`src/rtl/async_to_sync_rx.sv`:
```
// Receiver from a 4-phase bundled-data micropipeline into the clk domain, with a FWFT FIFO.
// Optional: define ASYNC_RX_PROTO_CHK_EN to build the sticky bundled-data violation checker.
module async_to_sync_rx #(
  parameter int WIDTH       = 8,
  parameter int DEPTH       = 4,
  parameter int SYNC_STAGES = 2
) (
  input  logic                     clk,
  input  logic                     rst,
  input  logic                     a_req,
  input  logic [WIDTH-1:0]         a_data,
  output logic                     a_ack,
  output logic                     s_valid,
  input  logic                     s_ready,
  output logic [WIDTH-1:0]         s_data,
  output logic [$clog2(DEPTH):0]   fifo_count,
  output logic                     proto_err
);

  localparam int AW = $clog2(DEPTH);
  localparam int CW = AW + 1;

  typedef enum logic {
    ST_IDLE   = 1'b0,
    ST_ACK_HI = 1'b1
  } state_t;

  // Request synchronizer
  logic [SYNC_STAGES-1:0] r_sync;
  logic                   w_req_s;

  // NOTE: sequential state is always updated with non-blocking assignments so every
  // flop samples pre-edge values, independent of process ordering.
  always_ff @(posedge clk) begin
    if (rst) begin
      r_sync <= '0;
    end else begin
      r_sync <= {r_sync[SYNC_STAGES-2:0], a_req};
    end
  end

  assign w_req_s = r_sync[SYNC_STAGES-1];

  // Handshake FSM
  state_t r_state;
  state_t w_state_nxt;
  logic   r_ack;
  logic   w_ack_nxt;
  logic   w_push;
  logic   w_pop;
  logic   w_full;
  logic   w_empty;

  always_ff @(posedge clk) begin
    if (rst) begin
      r_state <= ST_IDLE;
      r_ack   <= 1'b0;
    end else begin
      r_state <= w_state_nxt;
      r_ack   <= w_ack_nxt;
    end
  end

  // NOTE: every signal assigned here gets a default first, so no path can infer a latch.
  always_comb begin
    w_state_nxt = r_state;
    w_ack_nxt   = r_ack;
    w_push      = 1'b0;
    case (r_state)
      ST_IDLE: begin
        w_ack_nxt = 1'b0;
        // A full FIFO withholds the acknowledge; upstream simply waits.
        if (w_req_s && !w_full) begin
          w_push      = 1'b1;
          w_ack_nxt   = 1'b1;
          w_state_nxt = ST_ACK_HI;
        end
      end
      ST_ACK_HI: begin
        w_ack_nxt = 1'b1;
        if (!w_req_s) begin
          w_ack_nxt   = 1'b0;
          w_state_nxt = ST_IDLE;
        end
      end
    endcase
  end

  assign a_ack = r_ack;

  // First-word-fall-through FIFO
  logic [WIDTH-1:0] r_mem [DEPTH];
  logic [AW-1:0]    r_wr_ptr;
  logic [AW-1:0]    r_rd_ptr;
  logic [CW-1:0]    r_count;

  // Full uses the registered count only: a same-cycle pop never frees a slot for a push.
  assign w_full  = (r_count == CW'(DEPTH));
  assign w_empty = (r_count == '0);
  assign w_pop   = !w_empty && s_ready;

  // NOTE: storage is not reset; the pointers and count define which entries are meaningful.
  always_ff @(posedge clk) begin
    if (w_push) begin
      r_mem[r_wr_ptr] <= a_data;
    end
  end

  always_ff @(posedge clk) begin
    if (rst) begin
      r_wr_ptr <= '0;
      r_rd_ptr <= '0;
      r_count  <= '0;
    end else begin
      if (w_push) begin
        r_wr_ptr <= r_wr_ptr + 1'b1;
      end
      if (w_pop) begin
        r_rd_ptr <= r_rd_ptr + 1'b1;
      end
      case ({w_push, w_pop})
        2'b10:   r_count <= r_count + 1'b1;
        2'b01:   r_count <= r_count - 1'b1;
        default: r_count <= r_count;
      endcase
    end
  end

  assign s_valid    = !w_empty;
  assign s_data     = s_valid ? r_mem[r_rd_ptr] : '0;
  assign fifo_count = r_count;

`ifdef ASYNC_RX_PROTO_CHK_EN
  logic [WIDTH-1:0] r_hold;
  logic             r_proto_err;

  // Data must not move while the request is still seen high after capture.
  always_ff @(posedge clk) begin
    if (rst) begin
      r_hold      <= '0;
      r_proto_err <= 1'b0;
    end else begin
      if (w_push) begin
        r_hold <= a_data;
      end
      if (r_state == ST_ACK_HI && w_req_s && a_data != r_hold) begin
        r_proto_err <= 1'b1;
      end
    end
  end

  assign proto_err = r_proto_err;
`else
  assign proto_err = 1'b0;
`endif

endmodule

```
`config.mk`:
```
export PLATFORM = sky130hd
export DESIGN_NAME = async_to_sync_rx
export DESIGN_NICKNAME = d
export VERILOG_FILES = /design/src/rtl/async_to_sync_rx.sv
export SDC_FILE = /design/constraint.sdc
export NUM_CORES = 1
export LEC_CHECK = 0
export CORE_MARGIN = 10
export CORE_UTILIZATION = 53
export CTS_BUF_LIST = sky130_fd_sc_hd__clkbuf_8 sky130_fd_sc_hd__clkbuf_16
export DETAILED_ROUTE_END_ITERATION = 16
export PLACE_DENSITY = 0.78
export SYNTH_ARGS = -nofsm -noshare
export SYNTH_HDL_FRONTEND = slang
export SYNTH_SLANG_ARGS = --single-unit
```
`constraint.sdc`:
```
create_clock -name clk -period 2.9 [get_ports clk]
set_input_delay 0.435 -clock clk [delete_from_list [all_inputs] [get_ports clk]]
set_output_delay 0.435 -clock clk [all_outputs]
set_load 0.02 [all_outputs]
```
==> results of run 1 <==
==> synthesized netlist by cell type <==
library cell | count | area, um2
o21ai_0 | 2 | 10.01
nor2b_1 | 10 | 62.56
or3b_1 | 1 | 8.760
ha_1 | 5 | 62.56
inv_1 | 8 | 30.03
mux4_2 | 8 | 180.2
edfxtp_1 | 32 | 960.9
a21oi_1 | 3 | 15.01
nand2b_1 | 2 | 12.51
mux2_4 | 1 | 15.01
dfxtp_1 | 12 | 240.2
nor3_1 | 1 | 5.000
buf_2 | 1 | 5.000
nor2_1 | 8 | 30.03
conb_1 | 1 | 3.750
buf_6 | 1 | 11.26
fa_1 | 1 | 20.02
and2_2 | 3 | 22.52
nor3b_1 | 1 | 7.510
or3_1 | 1 | 6.260
clkbuf_1 | 3 | 11.26
nand2_1 | 1 | 3.750
mux2i_1 | 1 | 10.01
or3_2 | 1 | 7.510
o31ai_1 | 1 | 7.510
buf_4 | 1 | 7.510
and3b_1 | 1 | 8.760
xor2_1 | 3 | 26.28
and2_1 | 1 | 6.260
==> worst max-delay path: stages (launching register included) <==
cell and delay [ns]:
dfxtp_1 0.66, mux4_2 0.57, nor2b_1 0.14, clkdlybuf4s50_1 0.54
==> cells by family after synthesis <==
group,Yosys count,share of synthesized area (%)
DFF,44,66.81
and+or+nand+nor,31,10.09
buffers and inverters,14,3.619
muxes,10,11.41
adders and majority gates,6,4.593
AOI/OAI and AO/OA,6,1.809
xor gates and xnor gates,3,1.462
other,1,0.2086
==> flip-flops by register name, indices dropped and copies added, names as in the netlist, named ones only <==
| register | count |
|---|---|
| r_sync | 2 |
| r_mem | 32 |
| r_rd_ptr | 2 |
| a_ack | 1 |
| r_wr_ptr | 2 |
| fifo_count | 3 |
==> through the flow <==
| stage | std cells | total power [mW] |
|---|---|---|
| 2_1_floorplan | 115 | 1.036 |
| 3_3_place_gp | 180 | 1.224 |
| 3_5_place_dp | 180 | 1.240 |
| 4_1_cts | 188 | 1.604 |
| 5_1_grt | 188 | 1.664 |
| 6_report | 188 | 1.587 |
==> layout make-up <==
| class | instances | area (um2) |
|---|---|---|
| inverters | 8 | 30.03 |
| well taps | 46 | 57.56 |
| fillers | 246 | 1152 |
| multi-input cells | 57 | 531.8 |
| clock buffers | 6 | 82.58 |
| flip-flops and latches | 44 | 1201 |
| clock inverters | 2 | 7.507 |
| repair buffers | 25 | 247.7 |
==> worst max path at each step <==
stage | start | endpoint | slack [ns]
final | register | s_data[7] | 0.28
after global routing | register | s_data[7] | 0.12
after CTS | register | s_data[7] | 0.21
after detailed placement | fifo_count[2] | fifo_count[2] | 0.37
after global placement | s_ready | fifo_count[2] | 0.48
after floorplan | fifo_count[2] | fifo_count[2] | 0.39
==> where the power goes <==
part / total, mW / internal [mW] / leakage (nW) / switching, mW
Combinational: 0.464 / 0.238 / 0.295 / 0.226
Clock: 0.370 / 0.187 / 0.0500 / 0.183
Sequential: 0.753 / 0.705 / 0.387 / 0.0486
==> routing by layer <==
layer | vias to the layer above | track usage [%] | part of all wire [%]
met5 | - | 0 | 0
met3 | 5 | 3.303 | 5.2
met2 | 23 | 16.20 | 49
li1 | 457 | - | -
met1 | 472 | 12.31 | 45
met4 | 0 | 3.763 | 0.88
==> flow_summary.ini, run 1 <==
[yosys]
syn_area_um2 = 1798
ys_ff_latch = 44
synth_cell_types = 29
synth_seq_area_share_pct = 66.81
ys.warnings.count = 0
syn_area_per_cell_um2 = 15.63
synth_nets = 133
synth_cells = 115

[timing]
setup_viol = 0
skew_ns = 0.004900
fin_crit_sh_pct = 90.37
timing.hold.ws_ns = 0.4437
hold_viol_final = 0
rsz0062_at_grt = no
worstMarginPinSlew_ns = 0.5311
min_period_ns = 2.621
fmax_mhz = 381.6
finalSetupTns_ns = 0
fin_ws_ns = 0.2792
slew_headroom_pct = 64.54
slew_violations = 0

[worst_setup_path]
worstPathRequired_ns = 2.47
r2r_start = fifo_count[2]
worst_setup_path_end_kind = output pin
reg2reg_to = fifo_count[2]
arrival_ns = 2.19
crit_type = register to output pin
reg2reg_slack_ns = 0.34
worstSetupStartpointType = register
ff2ff_path_depth = 9
path_max_fanout = 8

[clock_network]
clock_latency_ns = 0.28
root_buffer = clkbuf_8
cts_tree = built
post_cts_resized = 0
cts_buffer_depth = 2
cts_inserted_buffers = 5
path_clk_slew_ns = 0.07
cts_setup_buffers = 0
ctsHtreeMaxLevel = 2
clkSinkCount = 44
holdBufCountCts = 0

[routing]
drc_errors = 0
vias = 957
routed_wl_um = 2961
detail_route.iter0.violations = 92
via_per_inst = 5.090
firstDrtPassIters = 4
wl_per_cell_um = 15.75
ant_nets = 0

[placed_design]
port-buffer-count = 24
place_area_um2 = 2068
place_ws_ns = 0.3730
dp_hpwl_um = 2132
finalWeightedCongestion = 0.7976

[min_path]
min_to = r_sync[1]
whs_path_depth = 1
hp-class = register to register
worstHoldStart = r_sync[0]

[final_layout]
layout_common_cells = 32 x edfxtp_1, 24 x clkdlybuf4s50_1, 12 x dfxtp_1
drive_above_1_share_pct = 14.08
nets = 159
fin_area_um2 = 2158
diodes = 0
fin_util_pct = 65.19
final_common_cell = edfxtp_1
area_growth_pct = 20.04

[global_routing]
grt_overflow = 0
grt_max_degree = 14
antenna_found_initial = 0
grt_pass1_vias = 1009
grt_pass1_wl_um = 4974
grtUsageTotal_pct = 10.06

[floorplanning]
boundaryPins = 26
rows = 21
fp.dieH_um = 78.25
core_area_um2 = 3311
fp.dieW_um = 78.25
start_util_pct = 54.31
die-area_um2 = 6122

[power]
leakage_nw = 0.7316
vdd_drop_max_uv = 352.5
cellPowerDensity_nw_per_um2 = 735.3

[flow_run]
max_cap_violations = 0

[status]
status = finished, final reports clean
(Power assumes the default switching activity.)
==> run 2, diff against run 1 <==
==> constraint.sdc (replaced) <==
create_clock -name clk -period 2.5 [get_ports clk]
set_input_delay 0.375 -clock clk [delete_from_list [all_inputs] [get_ports clk]]
set_output_delay 0.375 -clock clk [all_outputs]
set_load 0.02 [all_outputs]
==> run 2 against run 1 <==
  * Non-clock buffer count rose by 2
  * Wire length rose by 2.2%
  * Sequential power is 13% higher
  * Largest power group unchanged
  * Critical path depth is 6 higher
  * Worst hold slack got worse by 0.0041 ns
  * Sequential cell count is the same
  * Setup slack worse by 0.21 ns
==> flow_summary.ini, run 2 (synthesis gave the netlist of run 1 again) <==
[status]
status = finished, final reports clean

[final_layout]
fin_util_pct = 65.76
drive_above_1_share_pct = 18.75
diodes = 0
finalNonFillerCells = 190
final_common_cell = edfxtp_1
fin_area_um2 = 2177
layout_common_cells = 32 x edfxtp_1, 24 x clkdlybuf4s50_1, 10 x inv_1, 10 x nor2b_1, 9 x dfxtp_1
nets = 161
area_growth_pct = 21.09
largest_register = r_mem
largest_register_ffs = 32

[clock_network]
cts_tree = built
clkSinkCount = 44
holdBufCountCts = 0
cts_inserted_buffers = 5
root_buffer = clkbuf_8
cts_buffer_depth = 2
path_clk_slew_ns = 0.08
clock_latency_ns = 0.29
ctsHtreeMaxLevel = 2

[placed_design]
place_area_um2 = 2085
place_inst = 182
finalWeightedCongestion = 0.7804
port-buffer-count = 24
place_ws_ns = 0.004958
dp_hpwl_um = 2197

[global_routing]
grt_pass1_vias = 1011
grt_pass1_wl_um = 5009
grt_max_degree = 14
antenna_found_initial = 0
grt_overflow = 0
grtUsageTotal_pct = 10.51

[worst_setup_path]
crit_type = register to register
path_max_fanout = 6
reg2reg_to = fifo_count[2]
worst_setup_path_end_kind = register
arrival_ns = 2.64
reg2reg_slack_ns = 0.07
crit_end = fifo_count[2]
cp-startpoint = fifo_count[2]
worstPathRequired_ns = 2.71
r2r_start = fifo_count[2]
ff2ff_path_depth = 9
worstSetupStartpointType = register

[routing]
wl_per_cell_um = 15.93
firstDrtPassIters = 4
vias = 948
drc_errors = 0
routed_wl_um = 3027
via_per_inst = 4.989
detail_route.iter0.violations = 40
ant_nets = 0

[power]
pwr-share-comb_pct = 31.5
fin_total_pwr_mw = 1.826
vdd_drop_max_uv = 464.0
leakage_nw = 0.7430
seqPwrFrac_pct = 46.6
internal_power_mw = 1.295
switching_power_mw = 0.5309
p_sw_share_pct = 29.07
cellPowerDensity_nw_per_um2 = 838.9
p_clk_share_pct = 21.9

[timing]
setup_viol = 0
min_period_ns = 2.431
slew_violations = 0
fmax_mhz = 411.3
fin_crit_sh_pct = 97.25
skew_ns = 0.007611
fin_ws_ns = 0.06870
timing.hold.ws_ns = 0.4396
finalSetupTns_ns = 0
hold_viol_final = 0

[floorplanning]
fp.dieH_um = 78.25
rows = 21
start_util_pct = 54.31
die-area_um2 = 6122
core_area_um2 = 3311
boundaryPins = 26
fp.dieW_um = 78.25

[flow_run]
max_cap_violations = 0

[min_path]
hp-class = register to register
run 2: changes by cell type in the layout (fill, tap and decap cells not counted), sizes merged:
cell / change
buf: +2
clkbuf: -1
inv: +1
run 2: worst min path at each step:
stage | start | cells past startpoint | endpoint
floorplan | r_sync[0] | 1 | r_sync[1]
global placement | r_sync[0] | 1 | r_sync[1]
detailed placement | r_sync[0] | 1 | r_sync[1]
CTS | r_sync[0] | 1 | r_sync[1]
global route | r_sync[0] | 1 | r_sync[1]
finish | r_sync[0] | 1 | r_sync[1]
run 2: cell type report:
cell class | count | area [um2]
clock buffer | 5 | 68.82
clock inverter | 3 | 12.51
fill | 254 | 1134
inverter | 8 | 30.03
multi-input combinational | 57 | 538.0
sequential | 44 | 1207
tap | 46 | 57.56
timing repair buffer | 27 | 262.8
run 2: worst max-delay path, cell delays in order (launching register included):
cell and delay [ns]:
dfxtp_4 0.37, or3b_1 0.37, and3b_1 0.19, inv_1 0.07
ha_2 0.19, inv_1 0.06, fa_1 0.37, xor2_1 0.15
or3_2 0.42, a21oi_2 0.15
run 2: power groups by stage:
| stage | combinational (mW) | clock, mW | sequential [mW] |
|---|---|---|---|
| after detailed placement | 0.583 | 0 | 0.864 |
| after floorplan | 0.329 | 0 | 0.872 |
| after global routing | 0.637 | 0.442 | 0.856 |
| final | 0.575 | 0.401 | 0.851 |
| after CTS | 0.584 | 0.411 | 0.849 |
| after global placement | 0.566 | 0 | 0.863 |
run 2: layer usage:
layer	up-vias	track usage [%]	share of wire [%]
met5	-	0	0
met4	0	4.301	1.8
met3	7	3.759	4.3
met2	18	17.76	54
met1	462	11.80	40
li1	461	-	-
run 2: timing repair:
item / in CTS / in global routing
buffers inserted: 0 / 0
gates resized for setup: 0 / 5
endpoints found under the setup margin: 0 / 1
